## src/rtl/pwm_fade_ctrl_pkg.sv

```systemverilog
// Shared constants and FSM encoding for the PWM fade controller.
// Defaults, duty width and ramp-rate width are kept here so top and counter agree.
package pwm_pkg;
  localparam int DUTY_W     = 10;
  localparam int RATE_W     = 8;
  localparam int PERIOD_DEF = 1000;
  localparam int STEP_DEF   = 10;

  typedef enum logic {
    ST_IDLE = 1'b0,
    ST_RAMP = 1'b1
  } state_t;
endpackage

```

## src/rtl/pwm_period_cnt.sv

```systemverilog
// Free-running 0..PERIOD-1 counter; o_boundary marks the last cycle of each period.
// Zero latency strobe, no backpressure: counts every cycle out of reset.
module pwm_period_cnt
  import pwm_pkg::*;
#(
  parameter int PERIOD = PERIOD_DEF
) (
  input  logic              i_clk,
  input  logic              i_reset,
  output logic [DUTY_W-1:0] o_count,
  output logic              o_boundary
);

  localparam logic [DUTY_W-1:0] LAST = DUTY_W'(PERIOD - 1);

  logic [DUTY_W-1:0] r_count;
  logic              w_last;

  assign w_last = (r_count == LAST);

  always_ff @(posedge i_clk) begin
    if (i_reset)     r_count <= '0;
    else if (w_last) r_count <= '0;
    else             r_count <= r_count + 1'b1;
  end

  assign o_count    = r_count;
  assign o_boundary = w_last;

endmodule

```

## src/rtl/pwm_fade_ctrl.sv

```systemverilog
// PWM generator whose duty ramps toward a commanded target, one step per R periods.
// Commands are accepted only in IDLE (ready/valid); duty changes only at period boundaries.
module pwm_fade_ctrl
  import pwm_pkg::*;
#(
  parameter int PERIOD = PERIOD_DEF,
  parameter int STEP   = STEP_DEF
) (
  input  logic              i_clk,
  input  logic              i_reset,
  input  logic              i_cmd_valid,
  output logic              o_cmd_ready,
  input  logic [DUTY_W-1:0] i_cmd_target,
  input  logic [RATE_W-1:0] i_cmd_rate,
  input  logic              i_abort,
  output logic              o_pwm,
  output logic [DUTY_W-1:0] o_duty,
  output logic              o_busy,
  output logic              o_done
);

  localparam int              EW       = DUTY_W + 1;
  localparam logic [EW-1:0]   PERIOD_E = EW'(PERIOD);
  localparam logic [EW-1:0]   STEP_E   = EW'(STEP);

  state_t            r_state, w_state_nxt;
  logic [DUTY_W-1:0] r_duty, r_target;
  logic [RATE_W-1:0] r_rate, r_rate_cnt;
  logic              r_done;

  logic [DUTY_W-1:0] w_count;
  logic              w_boundary;
  logic              w_accept, w_match, w_ramp_bnd, w_step_due, w_reach;
  logic [DUTY_W-1:0] w_target_clamp;
  logic [EW-1:0]     w_cmd_target_e, w_duty_e, w_tgt_e, w_up_e, w_dn_e, w_step_e;

  pwm_period_cnt #(.PERIOD(PERIOD)) u_period_cnt (
    .i_clk      (i_clk),
    .i_reset    (i_reset),
    .o_count    (w_count),
    .o_boundary (w_boundary)
  );

  assign w_cmd_target_e = {1'b0, i_cmd_target};
  assign w_target_clamp = (w_cmd_target_e > PERIOD_E) ? PERIOD_E[DUTY_W-1:0] : i_cmd_target;
  assign w_accept       = i_cmd_valid && (r_state == ST_IDLE);
  assign w_match        = (w_target_clamp == r_duty);

  // Abort wins over a step landing on the same boundary.
  assign w_ramp_bnd = (r_state == ST_RAMP) && !i_abort && w_boundary;
  assign w_step_due = w_ramp_bnd && ((r_rate == '0) || (r_rate_cnt == (r_rate - 1'b1)));

  // One extra bit of headroom keeps up-steps from wrapping and down-steps from underflowing.
  assign w_duty_e = {1'b0, r_duty};
  assign w_tgt_e  = {1'b0, r_target};
  assign w_up_e   = w_duty_e + STEP_E;
  assign w_dn_e   = w_duty_e - STEP_E;

  always_comb begin
    w_step_e = w_tgt_e;
    if (r_rate != '0) begin
      if (w_tgt_e > w_duty_e) w_step_e = (w_up_e >= w_tgt_e) ? w_tgt_e : w_up_e;
      else                    w_step_e = (w_duty_e >= (w_tgt_e + STEP_E)) ? w_dn_e : w_tgt_e;
    end
  end

  assign w_reach = w_step_due && (w_step_e == w_tgt_e);

  always_ff @(posedge i_clk) begin
    if (i_reset) r_state <= ST_IDLE;
    else         r_state <= w_state_nxt;
  end

  always_comb begin
    w_state_nxt = r_state;
    case (r_state)
      ST_IDLE: if (w_accept && !w_match)  w_state_nxt = ST_RAMP;
      ST_RAMP: if (i_abort || w_reach)     w_state_nxt = ST_IDLE;
      default:                             w_state_nxt = ST_IDLE;
    endcase
  end

  always_comb begin
    o_cmd_ready = (r_state == ST_IDLE);
    o_busy      = (r_state == ST_RAMP);
  end

  always_ff @(posedge i_clk) begin
    if (i_reset) begin
      r_duty     <= '0;
      r_target   <= '0;
      r_rate     <= '0;
      r_rate_cnt <= '0;
      r_done     <= 1'b0;
    end else begin
      r_done <= (w_accept && w_match) || w_reach;
      if (w_accept) begin
        r_target   <= w_target_clamp;
        r_rate     <= i_cmd_rate;
        r_rate_cnt <= '0;
      end
      if (w_step_due) begin
        r_duty     <= w_step_e[DUTY_W-1:0];
        r_rate_cnt <= '0;
      end else if (w_ramp_bnd) begin
        r_rate_cnt <= r_rate_cnt + 1'b1;
      end
    end
  end

  assign o_pwm  = (w_count < r_duty);
  assign o_duty = r_duty;
  assign o_done = r_done;

endmodule
```

## config.mk

```make
export PLATFORM = sky130hd
export DESIGN_NAME = pwm_fade_ctrl
export DESIGN_NICKNAME = d
export VERILOG_FILES = /design/src/rtl/pwm_fade_ctrl_pkg.sv /design/src/rtl/pwm_period_cnt.sv /design/src/rtl/pwm_fade_ctrl.sv
export SDC_FILE = /design/constraint.sdc
export NUM_CORES = 1
export LEC_CHECK = 0
export CAP_MARGIN = 10
export CORE_MARGIN = 2
export CORE_UTILIZATION = 35
export DETAILED_ROUTE_END_ITERATION = 6
export SETUP_SLACK_MARGIN = 0.15
export SYNTH_ARGS = -nofsm -noshare
export SYNTH_HDL_FRONTEND = slang
export SYNTH_SLANG_ARGS = --single-unit
export TNS_END_PERCENT = 20
```

## constraint.sdc

```tcl
create_clock -name i_clk -period 4.18 [get_ports i_clk]
set_input_delay 0.627 -clock i_clk [delete_from_list [all_inputs] [get_ports i_clk]]
set_output_delay 0.627 -clock i_clk [all_outputs]
set_load 0.02 [all_outputs]
```

==> metrics.yaml <==
status: "completed"
drive_gt1_share_pct: 7.19
dieHeight_um: 116
fin_worst_skew_ns: 0.00763
gp_congestion: 1.03
r2r_setup_slack_ns: 0.50
cts.sinks: 48
grt_pass1_vias: 4147
min_period_ns: 3.68
cts_root_buf: "clkbuf_16"
final_cell_area_mm2: 0.00507
antennaDiodeCount: 0
crit_required_ns: 4.34
synth-seq-cells: 48
fillers: 1276
syn_inst: 569
holdWs_ns: 0.467
ant_nets: 0
grt_max_degree: 25
maxCapViolCount: 0
yosysSeqAreaShare_pct: 22.0
fp.dieW_um: 116
drt_first_iter_violations: 284
cts_tree: "done"
drt_first_pass_iters: 5
crit_type: "register to register"
insertion_delay_ns: 0.29
synthesis.nets: 636
hpwl_um: 9920
synth_edf_count: 0
hold_buffers: 0
viasPerCell: 5.61
slew_violations: 0
io-pin-count: 36
drcViolationCount: 0
tns_ns: 0
hold_path.class: "register to register"
synthAdderAreaFrac_pct: 12.9
grtUsageTotal_pct: 19.7
timing.slew.headroom_pct: 42.6
ys_types: 68
syn-cell-area_mm2: 0.00436
dpl_cell_area_mm2: 0.00491
grt_overflow: 0
synth.area.mux_share_pct: 1.86
setup_viol: 0
rsz0062_at_grt: "no"
port-buffer-count: 35
grt_pass1_wl_um: 20900
worst-path-max-fanout: 13
syn_area_per_cell_um2: 7.67
layout.nets: 664
hold_viol_final: 0
synthXorXnorAreaFrac_pct: 10.2
coreArea_mm2: 0.0121
num_vias: 4296
tightest_slew_ns: 0.859
cts_buffers: 5
initial_core_util_pct: 36.0
path_clk_slew_ns: 0.07
yosys.area_share.simple_pct: 24.6
synth-compound-area-share_pct: 22.3
yosysWarnings: 0
die-area_mm2: 0.0134
area_growth_pct: 16.4
clock_path_buffers: 2
avgRoutedWirePerCell_um: 16.8
drt-total-wl_um: 12800
endpoint_kind: "register"
powerDensity_mw_per_mm2: 248
rows: 40
startpoint_type: "register"
yosys_most_used_dff: "dfxtp_1"
fmax_mhz: 272
max-vdd-ir-drop_uv: 173
power.leakage_nw: 1.93
synth_top_family_by_area: "simple AND/OR/NAND/NOR gates"
finalCritPeriodShare_pct: 88.0
total_power_mw: 1.26
htreeDepth: 2
grt_antenna_before_repair: 0
async_reset_ff_share_pct: 0
arrival_ns: 3.84
repair_timing:
item	4_1_cts	5_1_grt
buffers inserted	0	0
setup endpoints to repair	0	2
gates resized for setup	0	2
cell usage after synthesis (all sizes together) (5+ instances only):
| library cell | instances | area [um2] |
|---|---|---|
| mux2i | 7 | 70.1 |
| or3 | 5 | 31.3 |
| a211oi | 11 | 87.6 |
| xor2 | 17 | 149 |
| dfxtp | 48 | 961 |
| o221ai | 6 | 52.6 |
| o21ai | 23 | 115 |
| ha | 45 | 563 |
| or2 | 5 | 31.3 |
| nand2 | 57 | 214 |
| inv | 31 | 116 |
| nor3 | 20 | 100 |
| nor4 | 8 | 65.1 |
| nand4 | 9 | 56.3 |
| nor2 | 36 | 135 |
| and3 | 7 | 43.8 |
| buf | 12 | 73.8 |
| xnor2 | 34 | 298 |
| a21oi | 56 | 295 |
| nand2b | 6 | 37.5 |
| clkbuf | 20 | 75.1 |
| nand3 | 29 | 145 |
| a21o | 7 | 52.6 |
final cells by class:
type	instances	area, um2	area share (%)
clock buffer	6	129	2.54
clock inverter	2	35.0	0.690
inverter	31	116	2.29
multi-input combinational	458	3140	61.8
sequential	48	963	19.0
tap	168	210	4.14
timing repair buffer	53	485	9.57
path summary, 6_finish.rpt:
check,from,to,depth (start not counted)
setup reg to reg,o_duty[3],o_duty[7],13
hold / removal,u_period_cnt.o_count[0],u_period_cnt.o_count[0],1
setup / recovery,o_duty[3],o_duty[7],13
hold reg to reg,u_period_cnt.o_count[0],u_period_cnt.o_count[0],1
report_power, final:
group,total (mW),leakage [nW],internal [mW],switching (mW)
Combinational,0.315,1.46,0.128,0.187
Sequential,0.489,0.391,0.471,0.0182
Clock,0.455,0.0808,0.282,0.173
critical path: stages (launching register included):
cell and delay, ns:
dfxtp_1 0.49, a21oi_4 0.34, nor3_1 0.10, xnor2_1 0.40
inv_1 0.09, ha_1 0.32, and4_1 0.18, o21ai_0 0.07
o221ai_1 0.28, a41oi_2 0.33, nand2_1 0.23, a2bb2oi_1 0.23
nor3_1 0.07, a2111oi_1 0.41
through the flow:
stage | setup WS, ns | utilization, % | instances
2_1_floorplan | 0.896 | - | 569
3_3_place_gp | 0.672 | 40.5 | 758
3_5_place_dp | 0.438 | 40.5 | 758
4_1_cts | 0.435 | 41.9 | 766
5_1_grt | 0.249 | 41.9 | 766
6_report | 0.501 | 41.9 | 766
sequential cells by signal (all words and copies together), names as in the netlist:
signal / cells
r_rate: 8
o_duty: 10
o_busy: 1
r_rate_cnt: 8
o_done: 1
u_period_cnt.o_count: 10
r_target: 10
cells in the final DEF, fill, tap and decap left out, drive strengths merged, types with 9 or more instances in the layout:
cell | synthesis | layout
dfxtp | 48 | 48
xor2 | 17 | 17
clkdlybuf4s50 | 0 | 35
inv | 31 | 31
o21ai | 23 | 23
buf | 12 | 18
nand3 | 29 | 29
nor2 | 36 | 36
nand4 | 9 | 9
nand2 | 57 | 57
a21oi | 56 | 56
nor3 | 20 | 20
xnor2 | 34 | 34
ha | 45 | 45
a211oi | 11 | 11
cells by family (layout without fill, tap and decap cells):
kind of cell	count (synthesis)	count (layout)
DFF	48	48
AOI/OAI and AO/OA	145	145
xor gates and xnor gates	51	51
adders and majority gates	45	45
muxes	8	8
buffers and inverters	63	92
and+or+nand+nor	209	209
metal layers:
layer / wire length, um / part of all wire [%] / global-route usage (%)
met5: 0 / 0 / 0
met4: 371 / 2.9 / 7.14
met2: 5970 / 47 / 32.4
met1: 5840 / 45 / 26.6
met3: 654 / 5.1 / 2.35
Note: power is estimated with default switching activity, not from simulation.
